===== config.mk =====
export PLATFORM = sky130hd
export DESIGN_NAME = line_pingpong_buf
export DESIGN_NICKNAME = d
export VERILOG_FILES = /design/src/rtl/line_pingpong_buf.sv
export SDC_FILE = /design/constraint.sdc
export NUM_CORES = 2
export LEC_CHECK = 0
export BUFFER_PORTS_ARGS = -buffer_cell sky130_fd_sc_hd__buf_4
export CAP_MARGIN = 20
export CORE_ASPECT_RATIO = 2
export CORE_MARGIN = 2
export CORE_UTILIZATION = 25
export CTS_BUF_LIST = sky130_fd_sc_hd__clkbuf_4 sky130_fd_sc_hd__clkbuf_8
export DETAILED_ROUTE_END_ITERATION = 10
export PLACE_DENSITY = 0.43
export SLEW_MARGIN = 20
export SYNTH_ARGS = -nofsm -noshare
export SYNTH_HDL_FRONTEND = slang
export SYNTH_SLANG_ARGS = --single-unit

===== constraint.sdc =====
create_clock -name clk -period 3.51 [get_ports clk]
set_input_delay 0.351 -clock clk [delete_from_list [all_inputs] [get_ports clk]]
set_output_delay 0.351 -clock clk [all_outputs]
set_load 0.01 [all_outputs]

===== src/rtl/line_pingpong_buf.sv =====
// line_pingpong_buf
//   Ping-pong line buffer that feeds the Gaussian filter. Incoming raster pixels
//   are written alternately into two line banks. When a line is complete it is
//   burst out, one pixel per clock, on the port pair of the bank that holds it,
//   while the next line fills the other bank.
//
// Ports
//   clk            clock, everything on the rising edge
//   rst_n          asynchronous active-low reset
//   sof_in         start of frame, meaningful only together with pix_valid_in
//   pix_valid_in   input pixel strobe
//   pix_data_in    input pixel
//   ram0_valid_in  bank-0 readout beat valid
//   ram0_data_in   bank-0 readout pixel, zero when not valid
//   ram1_valid_in  bank-1 readout beat valid
//   ram1_data_in   bank-1 readout pixel, zero when not valid
//   line_done      one-cycle pulse on the last readout beat of a line
//   frame_done     one-cycle pulse on the last readout beat of the last frame line
//   line_cnt       lines fully read out in the current frame
//   sof_abort      sticky flag: a start of frame arrived while a frame was filling
module line_pingpong_buf #(
  parameter int DATA_W  = 8,
  parameter int LINE_W  = 256,
  parameter int ADDR_W  = 8,
  parameter int FRAME_H = 256,
  parameter int LCNT_W  = 9
) (
  input  logic              clk,
  input  logic              rst_n,
  input  logic              sof_in,
  input  logic              pix_valid_in,
  input  logic [DATA_W-1:0] pix_data_in,
  output logic              ram0_valid_in,
  output logic [DATA_W-1:0] ram0_data_in,
  output logic              ram1_valid_in,
  output logic [DATA_W-1:0] ram1_data_in,
  output logic              line_done,
  output logic              frame_done,
  output logic [LCNT_W-1:0] line_cnt,
  output logic              sof_abort
);

  localparam logic [0:0] W_IDLE = 1'b0;
  localparam logic [0:0] W_FILL = 1'b1;
  localparam logic [0:0] R_IDLE = 1'b0;
  localparam logic [0:0] R_RUN  = 1'b1;

  localparam logic [ADDR_W-1:0] LAST_ADDR = ADDR_W'(LINE_W - 1);
  localparam logic [LCNT_W-1:0] LAST_LINE = LCNT_W'(FRAME_H - 1);

  logic [DATA_W-1:0] mem0 [0:LINE_W-1];
  logic [DATA_W-1:0] mem1 [0:LINE_W-1];

  logic [0:0]        w_state;
  logic              wr_bank;
  logic [ADDR_W-1:0] wr_addr;
  logic [LCNT_W-1:0] lines_wr;

  logic [0:0]        r_state;
  logic              rd_bank;
  logic [ADDR_W-1:0] rd_addr;

  logic              p1_valid;
  logic              p1_bank;
  logic              p1_last;
  logic [DATA_W-1:0] ram_q;

  logic              sof_beat;
  logic              fill_beat;
  logic              swap;
  logic              wr_en;
  logic              wr_sel_bank;
  logic [ADDR_W-1:0] wr_sel_addr;
  logic              abort_all;
  logic              abort_b0;
  logic              kill_rd;
  logic              kill_p1;
  logic              beat_out;

  assign sof_beat  = pix_valid_in & sof_in;
  assign fill_beat = pix_valid_in & ~sof_in & (w_state == W_FILL);
  assign swap      = fill_beat & (wr_addr == LAST_ADDR);

  // A start-of-frame pixel always lands at address 0 of bank 0.
  assign wr_en       = sof_beat | fill_beat;
  assign wr_sel_bank = sof_beat ? 1'b0 : wr_bank;
  assign wr_sel_addr = sof_beat ? '0 : wr_addr;

  // A restart mid-frame throws away every readout in flight. A start of frame
  // after a finished frame only clobbers bank 0, so only bank-0 readout dies.
  assign abort_all = sof_beat & (w_state == W_FILL);
  assign abort_b0  = sof_beat & (w_state == W_IDLE);
  assign kill_rd   = abort_all | (abort_b0 & ~rd_bank);
  assign kill_p1   = abort_all | (abort_b0 & ~p1_bank);
  assign beat_out  = p1_valid & ~kill_p1;

  // Write side: line fill, bank toggling and frame line counting.
  always_ff @(posedge clk or negedge rst_n) begin
    if (!rst_n) begin
      w_state   <= W_IDLE;
      wr_bank   <= 1'b0;
      wr_addr   <= '0;
      lines_wr  <= '0;
      sof_abort <= 1'b0;
    end else if (sof_beat) begin
      if (w_state == W_FILL) begin
        sof_abort <= 1'b1;
      end
      w_state  <= W_FILL;
      wr_bank  <= 1'b0;
      wr_addr  <= ADDR_W'(1);
      lines_wr <= '0;
    end else if (fill_beat) begin
      if (wr_addr == LAST_ADDR) begin
        wr_addr  <= '0;
        wr_bank  <= ~wr_bank;
        lines_wr <= lines_wr + LCNT_W'(1);
        if (lines_wr == LAST_LINE) begin
          w_state <= W_IDLE;
        end
      end else begin
        wr_addr <= wr_addr + ADDR_W'(1);
      end
    end
  end

  // Line banks: plain write port plus a registered read of the bank being drained.
  always_ff @(posedge clk) begin
    if (wr_en && !wr_sel_bank) begin
      mem0[wr_sel_addr] <= pix_data_in;
    end
    if (wr_en && wr_sel_bank) begin
      mem1[wr_sel_addr] <= pix_data_in;
    end
    ram_q <= rd_bank ? mem1[rd_addr] : mem0[rd_addr];
  end

  // Read side: a swap may land on the final address of the previous burst, in
  // which case the new burst starts right behind it with no idle cycle.
  always_ff @(posedge clk or negedge rst_n) begin
    if (!rst_n) begin
      r_state <= R_IDLE;
      rd_bank <= 1'b0;
      rd_addr <= '0;
    end else if (swap) begin
      r_state <= R_RUN;
      rd_bank <= wr_bank;
      rd_addr <= '0;
    end else if (r_state == R_RUN) begin
      if (kill_rd || rd_addr == LAST_ADDR) begin
        r_state <= R_IDLE;
        rd_addr <= '0;
      end else begin
        rd_addr <= rd_addr + ADDR_W'(1);
      end
    end
  end

  // Side-band tags that travel alongside the RAM read data.
  always_ff @(posedge clk or negedge rst_n) begin
    if (!rst_n) begin
      p1_valid <= 1'b0;
      p1_bank  <= 1'b0;
      p1_last  <= 1'b0;
    end else begin
      p1_valid <= (r_state == R_RUN) & ~kill_rd;
      p1_bank  <= rd_bank;
      p1_last  <= (rd_addr == LAST_ADDR);
    end
  end

  // Output registers. An aborted burst never produces line_done because its
  // last beat is killed before it reaches this stage.
  always_ff @(posedge clk or negedge rst_n) begin
    if (!rst_n) begin
      ram0_valid_in <= 1'b0;
      ram0_data_in  <= '0;
      ram1_valid_in <= 1'b0;
      ram1_data_in  <= '0;
      line_done     <= 1'b0;
      frame_done    <= 1'b0;
      line_cnt      <= '0;
    end else begin
      ram0_valid_in <= beat_out & ~p1_bank;
      ram0_data_in  <= (beat_out & ~p1_bank) ? ram_q : '0;
      ram1_valid_in <= beat_out & p1_bank;
      ram1_data_in  <= (beat_out & p1_bank) ? ram_q : '0;
      line_done     <= beat_out & p1_last;
      frame_done    <= beat_out & p1_last & (line_cnt == LAST_LINE);
      if (sof_beat) begin
        line_cnt <= '0;
      end else if (beat_out && p1_last) begin
        line_cnt <= line_cnt + LCNT_W'(1);
      end
    end
  end

endmodule


==> impl_metrics.xml <==
<?xml version="1.0" encoding="UTF-8"?>
<metrics>
  <group name="setup_path">
    <metric name="worst-path-max-fanout" unit="">16</metric>
    <metric name="worstSetupStartpointType" unit="">register</metric>
    <metric name="number_of_cell_instances_on_the_worst_register_to_register_path" unit="">9</metric>
    <metric name="timing.critical_path.slowest_stage_cell" unit="">dfrtp_2</metric>
    <metric name="critical_path_arrival" unit="ps">4720</metric>
    <metric name="path_cells" unit="">buf_4 -&gt; inv_1 -&gt; and3_2 -&gt; buf_4 -&gt; nand2_4 -&gt; nand4_1 -&gt; buf_12 -&gt; nand4_1 -&gt; and4_1</metric>
    <metric name="type_of_the_worst_setup_path" unit="">reg2reg</metric>
    <metric name="worstSetupStartpoint" unit="">rd_addr[4]</metric>
    <metric name="reg2reg_from" unit="">rd_addr[4]</metric>
    <metric name="crit_end" unit="">ram_q[4]</metric>
    <metric name="endpoint_kind" unit="">register</metric>
    <metric name="regToRegSetupSlack" unit="ps">-90</metric>
    <metric name="critical_path.reg2reg.endpoint" unit="">ram_q[4]</metric>
    <metric name="worst_path_largest_cell_delay" unit="ps">530</metric>
    <metric name="critical_path_required" unit="ps">4640</metric>
  </group>
  <group name="floorplanning">
    <metric name="number_of_rows_created_at_floorplan" unit="">420</metric>
    <metric name="top_level_ports" unit="">42</metric>
    <metric name="initial_utilization" unit="">0.2508</metric>
    <metric name="x_dimension_of_the_die" unit="um">576.4</metric>
    <metric name="die-area" unit="sq mm">0.6621</metric>
    <metric name="core_region_area" unit="sq mm">0.6532</metric>
    <metric name="dieHeight" unit="um">1149</metric>
  </group>
  <group name="clock_tree">
    <metric name="insertion_delay" unit="ps">1260</metric>
    <metric name="clock_sink_count" unit="">4166</metric>
    <metric name="tritoncts" unit="">yes</metric>
    <metric name="clock_path_buffers" unit="">5</metric>
    <metric name="htree_num_levels" unit="">6</metric>
    <metric name="path_clk_slew" unit="ps">70</metric>
    <metric name="cts_root_buffer" unit="">clkbuf_8</metric>
    <metric name="numCtsBuffers" unit="">603</metric>
  </group>
  <group name="timing">
    <metric name="final.setup_skew" unit="ps">88.83</metric>
    <metric name="setup_slack" unit="ps">-88.04</metric>
    <metric name="fin_crit" unit="ps">3598</metric>
    <metric name="number_of_endpoints_with_negative_hold_slack_in_the_final_report" unit="">0</metric>
    <metric name="min_period_over_period" unit="">1.025</metric>
    <metric name="grt_setup_unrepaired" unit="">yes</metric>
    <metric name="setup_viol" unit="">5</metric>
    <metric name="final-max-slew-violation-count" unit="">0</metric>
    <metric name="worst_slew_pin_slew" unit="ps">1377</metric>
    <metric name="worst_slew_margin_rel" unit="">0.08173</metric>
    <metric name="timing.fmax" unit="MHz">277.9</metric>
  </group>
  <group name="drt">
    <metric name="drt_iter0_drc" unit="">7210</metric>
    <metric name="route.detailed.drc" unit="">0</metric>
    <metric name="via_count" unit="">88410</metric>
    <metric name="ant_nets" unit="">0</metric>
    <metric name="number_of_vias_per_cell" unit="">4.689</metric>
    <metric name="post_drt_wl_per_cell" unit="um">31.18</metric>
    <metric name="totalWireLength" unit="um">587900</metric>
    <metric name="dr.pass1.iters" unit="">6</metric>
  </group>
  <group name="power">
    <metric name="internal_power" unit="W">0.07562</metric>
    <metric name="power.density" unit="mW/mm^2">488.2</metric>
    <metric name="p_sw_frac" unit="">0.2155</metric>
    <metric name="p_total" unit="W">0.09639</metric>
    <metric name="share_comb_of_total_power" unit="">0.017</metric>
    <metric name="power_frac_seq" unit="">0.568</metric>
    <metric name="clock_power_share" unit="">0.415</metric>
    <metric name="switching_power" unit="W">0.02077</metric>
    <metric name="p_leak" unit="nW">59.72</metric>
    <metric name="peakVddDrop" unit="uV">346.5</metric>
  </group>
  <group name="final_layout">
    <metric name="final.fill_count" unit="">63840</metric>
    <metric name="post_layout_nonfiller_instances" unit="">18860</metric>
    <metric name="multi_input_comb_area" unit="sq mm">0.03667</metric>
    <metric name="final_area" unit="sq mm">0.1974</metric>
    <metric name="final_util" unit="">0.3023</metric>
    <metric name="layout.area.seq" unit="sq mm">0.1247</metric>
    <metric name="layout-area-overhead-vs-synth" unit="%">20.54</metric>
    <metric name="finish.net_count" unit="">9762</metric>
    <metric name="post_route_cells_drive_above_1_share" unit="">0.3075</metric>
  </group>
  <group name="outcome">
    <metric name="failing_checks" unit="">setup timing</metric>
    <metric name="status" unit="">finished with violations</metric>
  </group>
  <group name="synth">
    <metric name="synth_seq_cells" unit="">4166</metric>
    <metric name="synthCells" unit="">8334</metric>
    <metric name="synthesis.area" unit="sq mm">0.1638</metric>
    <metric name="synth_area_per_cell" unit="sq um">19.65</metric>
    <metric name="sequential_cell_area_fraction_in_the_yosys_report" unit="">0.7614</metric>
    <metric name="synth_cell_types" unit="">81</metric>
    <metric name="synth.yosys.warnings" unit="">0</metric>
    <metric name="async_reset_ff_frac" unit="">0.01488</metric>
    <metric name="synth_edf_count" unit="">4096</metric>
    <metric name="dominantRegCellSynth" unit="">edfxtp_1</metric>
    <metric name="postSynthNetCount" unit="">8352</metric>
  </group>
  <group name="placed_design">
    <metric name="dp.cells" unit="">17680</metric>
    <metric name="hpwl" unit="um">399500</metric>
    <metric name="portBuffers" unit="">41</metric>
    <metric name="pre_cts_slack" unit="ps">-499.5</metric>
    <metric name="place_congestion" unit="">0.9142</metric>
    <metric name="dpl-instance-area" unit="sq mm">0.1829</metric>
  </group>
  <group name="grt">
    <metric name="number_of_global_route_vias_before_repair" unit="">94850</metric>
    <metric name="globalRouteTotalUtil" unit="">0.1742</metric>
    <metric name="grt_antenna_before_repair" unit="">38</metric>
    <metric name="global_route.overflow_total" unit="">0</metric>
    <metric name="wire_length_of_the_first_global_routing_pass" unit="um">794500</metric>
    <metric name="grt_start_max_net_pins" unit="">153</metric>
  </group>
  <group name="min_path">
    <metric name="min_delay_path_class" unit="">in2reg</metric>
  </group>
  <group name="flow_run">
    <metric name="drv_cap" unit="">0</metric>
  </group>
</metrics>
-- Yosys cell counts, types with 62 or more instances --
master / instances / area share
buf_2: 71 / 0.0022
nor2_1: 637 / 0.015
o21ai_0: 83 / 0.0025
o22ai_1: 186 / 0.0071
a21oi_1: 166 / 0.0051
clkbuf_1: 217 / 0.0050
nor3_1: 151 / 0.0046
dfrtp_1: 62 / 0.0095
buf_6: 66 / 0.0045
edfxtp_1: 4096 / 0.75
nand2_1: 227 / 0.0052
mux2i_1: 717 / 0.044
o221ai_1: 274 / 0.015
mux4_2: 655 / 0.090
-- logic make-up (layout without fill, tap and decap cells) --
| kind of cell | count (synthesis) | in the layout | synth area share |
|---|---|---|---|
| compound gates | 910 | 910 | 0.03948 |
| mux | 1431 | 1431 | 0.1414 |
| simple gates | 1266 | 1266 | 0.03448 |
| xor+xnor | 16 | 16 | 0.0008555 |
| other cells | 0 | 50 | 0 |
| fa+ha+maj | 6 | 6 | 0.0004583 |
| buf+inv | 539 | 2359 | 0.02192 |
| flops | 4166 | 4166 | 0.7614 |
-- worst min-delay path by stage --
stage,start,end,slack [ps],depth (start not counted)
floorplan,rst_n,frame_done,60,0
global placement,rst_n,line_cnt[4],470,1
detailed placement,rst_n,line_cnt[3],480,1
CTS,pix_data_in[4],mem0[236][4],10,2
global route,pix_data_in[4],mem0[232][4],40,2
finish,pix_data_in[4],mem0[232][4],70,2
-- per-stage QoR --
stage | hold WS, ps | setup TNS (ps)
after floorplan | 55.41 | 0
after global placement | 470.0 | -4652
after detailed placement | 480.7 | -2812
after CTS | 12.58 | -145.2
after global routing | 42.54 | -178.8
final | 67.97 | -217.2
-- placed cells by master (no fill, tap or decap), drive strengths merged, types with 14 or more instances in the layout --
cell,count
bufinv,35
a2111oi,33
o22ai,187
mux2i,717
nor4,40
o21ai,85
nand2,227
nor2,637
nor3,152
clkbuf,782
a22oi,27
nand2b,23
a21oi,166
o21a,17
nand3,43
a211oi,41
clkinv,190
o221ai,277
inv,14
nand4,31
dfrtp,62
edfxtp,4096
diode,50
and2,31
buf,1302
dlygate4sd3,14
mux4,693
mux2,21
-- routing by layer --
| layer | part of all wire | vias to the layer above | GRT usage | wire, um |
|---|---|---|---|---|
| li1 | - | 37240 | - | - |
| met1 | 0.32 | 47230 | 0.1599 | 185500 |
| met2 | 0.57 | 2680 | 0.3405 | 333100 |
| met3 | 0.035 | 1238 | 0.02213 | 20430 |
| met4 | 0.083 | 16 | 0.1366 | 48860 |
| met5 | 0.00018 | - | 0 | 106 |
-- cell type report --
class	count	area share
Clock inverter	240	0.009994
Timing Repair Buffer	1332	0.06740
Antenna cell	50	0.0006337
Sequential cell	4166	0.6317
Inverter	12	0.0003295
Clock buffer	775	0.04937
Tap cell	8651	0.05482
Multi-Input combinational cell	3629	0.1857
-- state kept, by name (all words and copies together) (netlist names) --
signal / count
line_done: 1
wr_addr: 8
rd_addr: 8
frame_done: 1
ram0_valid_in: 1
wr_bank: 1
ram1_valid_in: 1
mem0: 2048
sof_abort: 1
p1_valid: 1
p1_last: 1
ram_q: 8
line_cnt: 9
ram0_data_in: 8
mem1: 2048
rd_bank: 1
ram1_data_in: 8
p1_bank: 1
r_state: 1
w_state: 1
lines_wr: 9
-- power by group through the flow --
stage / registers [W] / clock network, W / logic, W
floorplan: 0.0558 / 0 / 0.000165
global placement: 0.0558 / 0 / 0.00161
detailed placement: 0.0558 / 0 / 0.00167
CTS: 0.0547 / 0.0410 / 0.00170
global route: 0.0547 / 0.0427 / 0.00174
finish: 0.0547 / 0.0400 / 0.00167
-- timing repair --
action                                 in CTS  in global routing
pin swaps                                  36                 36
gates resized for setup                   173                102
endpoints found under the hold margin    1948                  0
setup endpoints to repair                   8                 10
hold buffers                               15                  0
buffers inserted                           35                 42
gates cloned                               13                  7
-- worst max-delay path, delay by kind of cell (launching register included) --
family,cells,cell delay (ps)
simple gates,5,1550
buf+inv,4,1360
flops,1,530
Power figures use the tool's default switching activity.
